===== src/rtl/uart_rx_datapath.sv =====
// Bit-level UART receive datapath: line synchronizer, start detector, shift/parity/stop
// checking driven by the receive FSM strobes, and a valid/ready byte output with status pulses.
module uart_rx_datapath #(
  parameter int PARITY_ODD    = 0,
  parameter int REARM_TIMEOUT = 12
) (
  input  logic       clock,
  input  logic       reset,
  input  logic       rx_serial,
  input  logic       run_shift,
  input  logic       parity_load,
  input  logic       chk_stop,
  output logic       start_bit_detected,
  output logic       parity_error,
  output logic [7:0] rx_data,
  output logic       rx_valid,
  input  logic       rx_ready,
  output logic       parity_err_pulse,
  output logic       frame_err_pulse,
  output logic       overrun_pulse
);

  localparam logic [3:0] REARM_T   = 4'(REARM_TIMEOUT);
  localparam logic       PAR_SENSE = 1'(PARITY_ODD);

  logic       rx_meta_r;
  logic       rx_sync_r;
  logic       rx_prev_r;
  logic       armed_r;
  logic [3:0] timer_r;
  logic [7:0] shreg_r;
  logic       par_r;

  logic       byte_done_s;
  logic       frame_bad_s;
  logic       rearm_s;

  function automatic logic parity_mismatch(input logic bit_in, input logic acc, input logic odd);
    return bit_in ^ acc ^ odd;
  endfunction

  assign start_bit_detected = armed_r & rx_prev_r & ~rx_sync_r;
  assign parity_error       = parity_load & parity_mismatch(rx_sync_r, par_r, PAR_SENSE);

  // Frame-end decode; the timer term recovers the detector if the FSM never closes a frame
  always_comb begin
    byte_done_s = chk_stop & rx_sync_r;
    frame_bad_s = chk_stop & ~rx_sync_r;
    rearm_s     = chk_stop | parity_error | (timer_r == REARM_T);
  end

  // Two-flop synchronizer plus previous-sample flop, all idling high
  always_ff @(posedge clock or posedge reset) begin
    if (reset) begin
      rx_meta_r <= 1'b1;
      rx_sync_r <= 1'b1;
      rx_prev_r <= 1'b1;
    end else begin
      rx_meta_r <= rx_serial;
      rx_sync_r <= rx_meta_r;
      rx_prev_r <= rx_sync_r;
    end
  end

  // Armed flag and saturating frame timer; a start always wins over a rearm
  always_ff @(posedge clock or posedge reset) begin
    if (reset) begin
      armed_r <= 1'b1;
      timer_r <= 4'd0;
    end else if (start_bit_detected) begin
      armed_r <= 1'b0;
      timer_r <= 4'd0;
    end else begin
      if (rearm_s) begin
        armed_r <= 1'b1;
      end else begin
        armed_r <= armed_r;
      end
      if (!armed_r && (timer_r != 4'hF)) begin
        timer_r <= timer_r + 4'd1;
      end else begin
        timer_r <= timer_r;
      end
    end
  end

  // LSB-first shift register with running parity of the shifted bits
  always_ff @(posedge clock or posedge reset) begin
    if (reset) begin
      shreg_r <= 8'h00;
      par_r   <= 1'b0;
    end else begin
      if (run_shift) begin
        shreg_r <= {rx_sync_r, shreg_r[7:1]};
      end else begin
        shreg_r <= shreg_r;
      end
      if (start_bit_detected) begin
        par_r <= 1'b0;
      end else if (run_shift) begin
        par_r <= par_r ^ rx_sync_r;
      end else begin
        par_r <= par_r;
      end
    end
  end

  // Host handshake and status pulses; an unread byte is kept and the newcomer dropped
  always_ff @(posedge clock or posedge reset) begin
    if (reset) begin
      rx_data          <= 8'h00;
      rx_valid         <= 1'b0;
      parity_err_pulse <= 1'b0;
      frame_err_pulse  <= 1'b0;
      overrun_pulse    <= 1'b0;
    end else begin
      parity_err_pulse <= parity_error;
      frame_err_pulse  <= frame_bad_s;
      overrun_pulse    <= byte_done_s & rx_valid & ~rx_ready;
      if (byte_done_s) begin
        if (!rx_valid || rx_ready) begin
          rx_data  <= shreg_r;
          rx_valid <= 1'b1;
        end else begin
          rx_data  <= rx_data;
          rx_valid <= rx_valid;
        end
      end else if (rx_ready) begin
        rx_data  <= rx_data;
        rx_valid <= 1'b0;
      end else begin
        rx_data  <= rx_data;
        rx_valid <= rx_valid;
      end
    end
  end

endmodule

===== config.mk =====
export PLATFORM = sky130hd
export DESIGN_NAME = uart_rx_datapath
export DESIGN_NICKNAME = d
export VERILOG_FILES = /design/src/rtl/uart_rx_datapath.sv
export SDC_FILE = /design/constraint.sdc
export NUM_CORES = 1
export LEC_CHECK = 0
export BUFFER_PORTS_ARGS = -buffer_cell sky130_fd_sc_hd__buf_4
export CAP_MARGIN = 40
export CORE_UTILIZATION = 40
export CTS_CLUSTER_SIZE = 24
export DETAILED_ROUTE_END_ITERATION = 8
export HOLD_SLACK_MARGIN = 0.1
export SLEW_MARGIN = 10
export SYNTH_ARGS = -nofsm -noshare
export SYNTH_HDL_FRONTEND = slang
export SYNTH_SLANG_ARGS = --single-unit

===== constraint.sdc =====
create_clock -name clock -period 2 [get_ports clock]
set_clock_uncertainty 0.2 [all_clocks]
set_input_delay 0.5 -clock clock [delete_from_list [all_inputs] [get_ports clock]]
set_output_delay 0.5 -clock clock [all_outputs]
set_load 0.02 [all_outputs]

==> flow_summary.ini, run 1 <==
[run_status]
outcome = finished, violations left
violations = DRC, setup timing

[sta]
rsz_0062_raised_after_global_routing = true
final_min_period_over_clock_period_pct = 100.3
worst_slack_ns = -0.005060
setup_viol = 1
hold_violations = 0
layout_min_cycle_time_ns = 2.005
relSlewSlack_pct = 76.89
tightestPinTransition_ns = 0.3459
fmaxAchievable_mhz = 498.7
report.final.slew_viol_count = 0

[synth]
syn_avg_cell_area_um2 = 14.28
post_synth_most_frequent_cells = sky130_fd_sc_hd__dfrtp_1, sky130_fd_sc_hd__mux2_4, sky130_fd_sc_hd__inv_1, sky130_fd_sc_hd__mux2_2, sky130_fd_sc_hd__dfstp_2
mappedNetlistNets = 93
post-synth-top-area-cell = sky130_fd_sc_hd__dfrtp_1
synth.area.top_cells = sky130_fd_sc_hd__dfrtp_1, sky130_fd_sc_hd__mux2_4, sky130_fd_sc_hd__dfstp_2
ys_seq_area_share_pct = 60.90
synth.ff_latch_count = 29
synth_edf_count = 0
yosysUniqueCellTypes = 28
most_frequent_cell_after_synthesis = sky130_fd_sc_hd__dfrtp_1
synth-async-reset-ratio_pct = 100.0
synth_top_cell_area_share_pct = 52.14
postSynth.topFlopCell = sky130_fd_sc_hd__dfrtp_1
postSynthCellCount = 84
synth_cell_area_um2 = 1200
yosysWarnings = 0

[clocking]
numClockSinks = 29
cts.root.buffer_cell = sky130_fd_sc_hd__clkbuf_4
cts.path.max_buffers = 2
clock_insertion_delay_worst_skew_ns = 0.32
tritoncts.num_buffers = 5
htree_num_levels = 2
cts_tree = done
clkTransAtPathRegs_ns = 0.08

[cells_and_area]
design.final.nets = 132
final-instance-count-excl-fill = 155
fillCellCount = 237
drive_gt1_share_pct = 51.61
post_route_core_utilization_pct = 55.35
flow.area_growth_from_synthesis_pct = 29.41
antennaDiodeCount = 0

[die]
floorplan.die.width_um = 56.77
initial_core_util_pct = 42.77
io-pin-count = 21
coreArea_um2 = 2805
die-height_um = 56.77
design.die.area_um2 = 3223
rows = 19

[worst_setup_path]
endpoint_kind = output pin
cp.required_ns = 1.30
cp_slowest_cell = sky130_fd_sc_hd__dfstp_2
top_fanout_value_on_the_critical_path = 4
cpPeakStageDelay_ns = 0.57
r2r_slack_ns = 0.20
worst_path_dominant_cell_family = flip-flops
path_class = reg2out
path_buf_inv = 2
startpoint_types = flip-flop
worst-endpoint-arrival_ns = 1.31
critical_path.cell_chain = xor2_1 > nand2_1 > inv_2 > buf_6

[route]
drtAntennaViolNets = 0
first_iter_violations = 9
drt_wl_total_mm = 1.906
vias_per_cell = 4.781
drc_errors = 2
wl_per_cell_um = 12.30
drt_first_pass_iters = 6
num_vias = 741

[power_and_ir_drop]
power_frac_seq_pct = 47.9
vdd_ir_drop_max_mv = 0.5587
powerDensity_nw_per_um2 = 1129
p_leak_uw = 0.0007763
p_sw_uw = 530.4
share_comb_of_total_power_pct = 31.5
clkPwrFrac_pct = 20.6
power_report.internal_total_uw = 1223
p_sw_share_pct = 30.25

[place]
placedCellCount = 134
gpl.final_weighted_congestion = 0.7308
numPortBuffers = 20
dpl.hpwl_mm = 1.196

[flow_run]
drv_cap = 0

[global_route]
antenna_found_initial = 0
globalRouteOverflowTotal = 0
grt_start_max_net_pins = 30
track_usage_pct = 14.30
grt_first_pass_wirelength_mm = 3.312
vias_in_the_first_global_route = 733

[worst_hold_path]
min-delay-path-class = reg2reg
power by group through the flow:
stage / Sequential [uW] / Clock [uW] / Combinational, uW
after floorplan: 914 / 0 / 248
after global placement: 850 / 0 / 483
after detailed placement: 853 / 0 / 484
after CTS: 841 / 377 / 548
after global routing: 861 / 402 / 598
final: 839 / 361 / 553
path summary, 6_finish.rpt:
path                       startpoint      endpoint  depth (start not counted)
setup / recovery            rx_sync_r  parity_error                          4
hold / removal              rx_meta_r     rx_sync_r                          0
min in group asynchronous       reset    rx_data[2]                          4
max in group asynchronous       reset     rx_prev_r                          4
hold reg to reg             rx_meta_r     rx_sync_r                          0
setup reg to reg            rx_sync_r       armed_r                          8
layer usage:
layer  global-route usage [%]  part of all wire, %  vias up
li1                         -                    -      362
met1                    17.01                   46      356
met2                    21.77                   46       17
met3                    7.143                  5.6        6
met4                    6.272                  2.1        0
met5                        0                    0        -
cells by family (layout without fill, tap and decap cells):
family | after synthesis | after routing | synth area share, %
simple gates | 18 | 18 | 9.594
fa+ha+maj | 2 | 2 | 2.085
mux | 16 | 16 | 17.41
xor+xnor | 3 | 3 | 2.190
flops | 29 | 29 | 60.90
buf+inv | 9 | 49 | 4.275
compound gates | 7 | 7 | 3.546
worst reg2reg max path, cell delays in order (launching register included):
cell and delay (ns):
sky130_fd_sc_hd__dfstp_2 0.57, sky130_fd_sc_hd__xor2_1 0.14, sky130_fd_sc_hd__nand2_1 0.10, sky130_fd_sc_hd__buf_4 0.14, sky130_fd_sc_hd__buf_4 0.12, sky130_fd_sc_hd__buf_4 0.12
sky130_fd_sc_hd__buf_4 0.12, sky130_fd_sc_hd__buf_4 0.13, sky130_fd_sc_hd__a21oi_2 0.12
cell type report:
class | instances | area, um^2 | share of cell area, %
timing repair buffer | 34 | 264.0 | 17.00
tap | 31 | 38.79 | 2.498
sequential | 29 | 730.7 | 47.06
multi-input combinational | 46 | 434.2 | 27.96
inverter | 7 | 26.28 | 1.692
clock buffer | 8 | 58.81 | 3.787
cells in the final DEF (no fill, tap or decap), types with 3 or more instances in the layout:
master	Yosys	routed
sky130_fd_sc_hd__clkbuf_4	0	5
sky130_fd_sc_hd__dfrtp_1	25	25
sky130_fd_sc_hd__mux2_4	8	8
sky130_fd_sc_hd__buf_4	0	31
sky130_fd_sc_hd__nor2_1	3	3
sky130_fd_sc_hd__nand2_1	3	3
sky130_fd_sc_hd__mux2_2	7	7
sky130_fd_sc_hd__dfstp_2	4	4
sky130_fd_sc_hd__inv_1	7	6
stage by stage:
step	hold WS, ns	power (uW)	instance area [um^2]	setup slack [ns]	setup TNS, ns
after CTS	0.1634	1766	1541	-0.01754	-0.01754
after global routing	0.1658	1862	1553	-0.1054	-0.1054
after global placement	0.1456	1333	1371	0.2626	0
final	0.1608	1754	1553	-0.005060	-0.005060
after floorplan	0.1452	1162	1200	0.3810	0
after detailed placement	0.1498	1337	1371	0.2584	0
what timing repair did:
item	4_1_cts	5_1_grt
pin swaps	3	2
endpoints found under the setup margin	2	3
hold buffers	2	0
buffers inserted	10	2
endpoints found under the hold margin	26	0
gates resized for setup	4	1
sequential cells by signal (all words and copies together) (netlist names):
signal	cells
rx_prev_r	1
parity_err_pulse	1
armed_r	1
overrun_pulse	1
rx_valid	1
frame_err_pulse	1
shreg_r	8
rx_data	8
rx_sync_r	1
timer_r	4
rx_meta_r	1
par_r	1
Power figures use the tool's default switching activity.
==> run 2: changes to the inputs <==
Clock period 2 ns to 2.55 ns, I/O delays scaled along.
==> flow_summary.ini, run 2 (same netlist as run 1, synthesis figures left out) <==
[run_status]
outcome = finished, violations left
violations = DRC

[worst_setup_path]
critical_path.reg2reg.endpoint = rx_data[5]
ff2ff_path_depth = 3
startpoint_types = flip-flop
critical_path.cell_chain = inv_1 > nor2_2 > buf_4
cp.required_ns = 1.71
cp_slowest_cell = sky130_fd_sc_hd__dfstp_2
worstSetupStartpoint = armed_r
cp-endpoint = start_bit_detected
critical_path_depth = 3
path_class = reg2out
cpPeakStageDelay_ns = 0.58
endpoint_kind = output pin
path_buf_inv = 2
r2r_slack_ns = 0.89
worst-endpoint-arrival_ns = 1.39
worst_path_dominant_cell_family = flip-flops
top_fanout_value_on_the_critical_path = 7
r2r-start = rx_sync_r

[sta]
report.final.slew_viol_count = 0
relSlewSlack_pct = 75.79
setup_total_negative_slack_ns = 0
rsz_0062_raised_after_global_routing = false
final_min_period_over_clock_period_pct = 87.52
layout_min_cycle_time_ns = 2.232
fmaxAchievable_mhz = 448.1
tightestPinTransition_ns = 0.3623
hold_violations = 0
setup_viol = 0

[clocking]
post_cts_hold_buffer_count = 0
clkTransAtPathRegs_ns = 0.09
post-cts-setup-buffer-count = 0
htree_num_levels = 2
cts_tree = done
cts.path.max_buffers = 2
tritoncts.num_buffers = 5
clock_insertion_delay_worst_skew_ns = 0.32
cts.root.buffer_cell = sky130_fd_sc_hd__clkbuf_4
cts_resized = 0
numClockSinks = 29

[place]
gpl.final_weighted_congestion = 0.6728
dpl_cell_area_um2 = 1371
placedCellCount = 134
dpl.hpwl_mm = 1.277
numPortBuffers = 20

[route]
drt_wl_total_mm = 1.933
num_vias = 693
drc_errors = 2
first_iter_violations = 12
drtAntennaViolNets = 0
drt_first_pass_iters = 5
wl_per_cell_um = 13.61
vias_per_cell = 4.880

[cells_and_area]
fillCellCount = 234
post_route_core_utilization_pct = 51.92
antennaDiodeCount = 0
design.final.nets = 119
final-instance-count-excl-fill = 142
flow.area_growth_from_synthesis_pct = 21.38
biggestRegsByFlops = rx_data x8, shreg_r x8, timer_r x4
layout.cell_area.non_filler_um2 = 1456
layout_common_cells = sky130_fd_sc_hd__dfrtp_1, sky130_fd_sc_hd__buf_4, sky130_fd_sc_hd__mux2_4
layout_commonest_cell = sky130_fd_sc_hd__dfrtp_1
drive_gt1_share_pct = 45.95

[die]
coreArea_um2 = 2805
die-height_um = 56.77
io-pin-count = 21
floorplan.die.width_um = 56.77
design.die.area_um2 = 3223
initial_core_util_pct = 42.77
rows = 19

[power_and_ir_drop]
vdd_ir_drop_max_mv = 0.4527
powerDensity_nw_per_um2 = 985.0
p_leak_uw = 0.0007235

[global_route]
globalRouteOverflowTotal = 0
grt_start_max_net_pins = 30
grt_first_pass_wirelength_mm = 3.284
antenna_found_initial = 0
track_usage_pct = 14.17
vias_in_the_first_global_route = 705

[worst_hold_path]
min-delay-path-class = reg2reg
hold_path_depth = 0

[flow_run]
drv_cap = 0
[run 2: changes by cell type in the layout (fill, tap and decap cells not counted)]
cell | previous run | this run
sky130_fd_sc_hd__dlygate4sd3_1 | 2 | 0
sky130_fd_sc_hd__a21oi_1 | 1 | 2
sky130_fd_sc_hd__nor2_2 | 0 | 1
sky130_fd_sc_hd__bufinv_16 | 0 | 1
sky130_fd_sc_hd__buf_4 | 31 | 21
sky130_fd_sc_hd__inv_2 | 1 | 0
sky130_fd_sc_hd__nand2b_4 | 2 | 1
sky130_fd_sc_hd__buf_6 | 1 | 0
sky130_fd_sc_hd__nor2_4 | 1 | 0
sky130_fd_sc_hd__inv_1 | 6 | 7
sky130_fd_sc_hd__a21oi_2 | 1 | 0
sky130_fd_sc_hd__nand2b_1 | 0 | 1
sky130_fd_sc_hd__clkbuf_1 | 2 | 1
[run 2: worst register-to-register path: cells and delay by family (launching register included)]
| kind | cells | cell delay (ns) |
|---|---|---|
| DFF | 1 | 0.59 |
| and+or+nand+nor | 2 | 0.43 |
| muxes | 1 | 0.34 |
[run 2: how the worst min path moves through the flow]
stage	slack [ns]	to	from
floorplan	0.15	rx_sync_r	rx_meta_r
global placement	0.15	rx_sync_r	rx_meta_r
detailed placement	0.15	rx_sync_r	rx_meta_r
CTS	0.17	rx_sync_r	rx_meta_r
global route	0.17	rx_sync_r	rx_meta_r
finish	0.16	rx_sync_r	rx_meta_r
[run 2: layout make-up]
type	instances	area (um^2)	area share, %
Timing Repair Buffer	21	157.7	10.82
Clock inverter	1	30.03	2.062
Tap cell	31	38.79	2.663
Clock buffer	7	55.05	3.780
Sequential cell	29	730.7	50.17
Inverter	7	26.28	1.804
Multi-Input combinational cell	46	417.9	28.69
[run 2: through the flow]
step	hold WS, ns	setup WS, ns	power (uW)
after detailed placement	0.1542	0.6751	1055
after global placement	0.1485	0.6851	1045
after global routing	0.1682	0.2317	1523
after CTS	0.1677	0.3104	1454
after floorplan	0.1452	0.7935	911.6
final	0.1643	0.3183	1435
[run 2: layer usage]
layer | share of wire, % | GRT usage [%] | wire (um)
met5 | 0 | 0 | 0
met1 | 46 | 17.51 | 895
met3 | 5.8 | 7.834 | 112
met2 | 46 | 20.75 | 889
met4 | 1.9 | 5.226 | 36
[run 2: power by group]
group | leakage (uW) | internal, uW | switching [uW] | total, uW
clock | 0.0000455 | 234 | 158 | 392
sequential | 0.000356 | 575 | 85.1 | 661
combinational | 0.000322 | 207 | 175 | 382
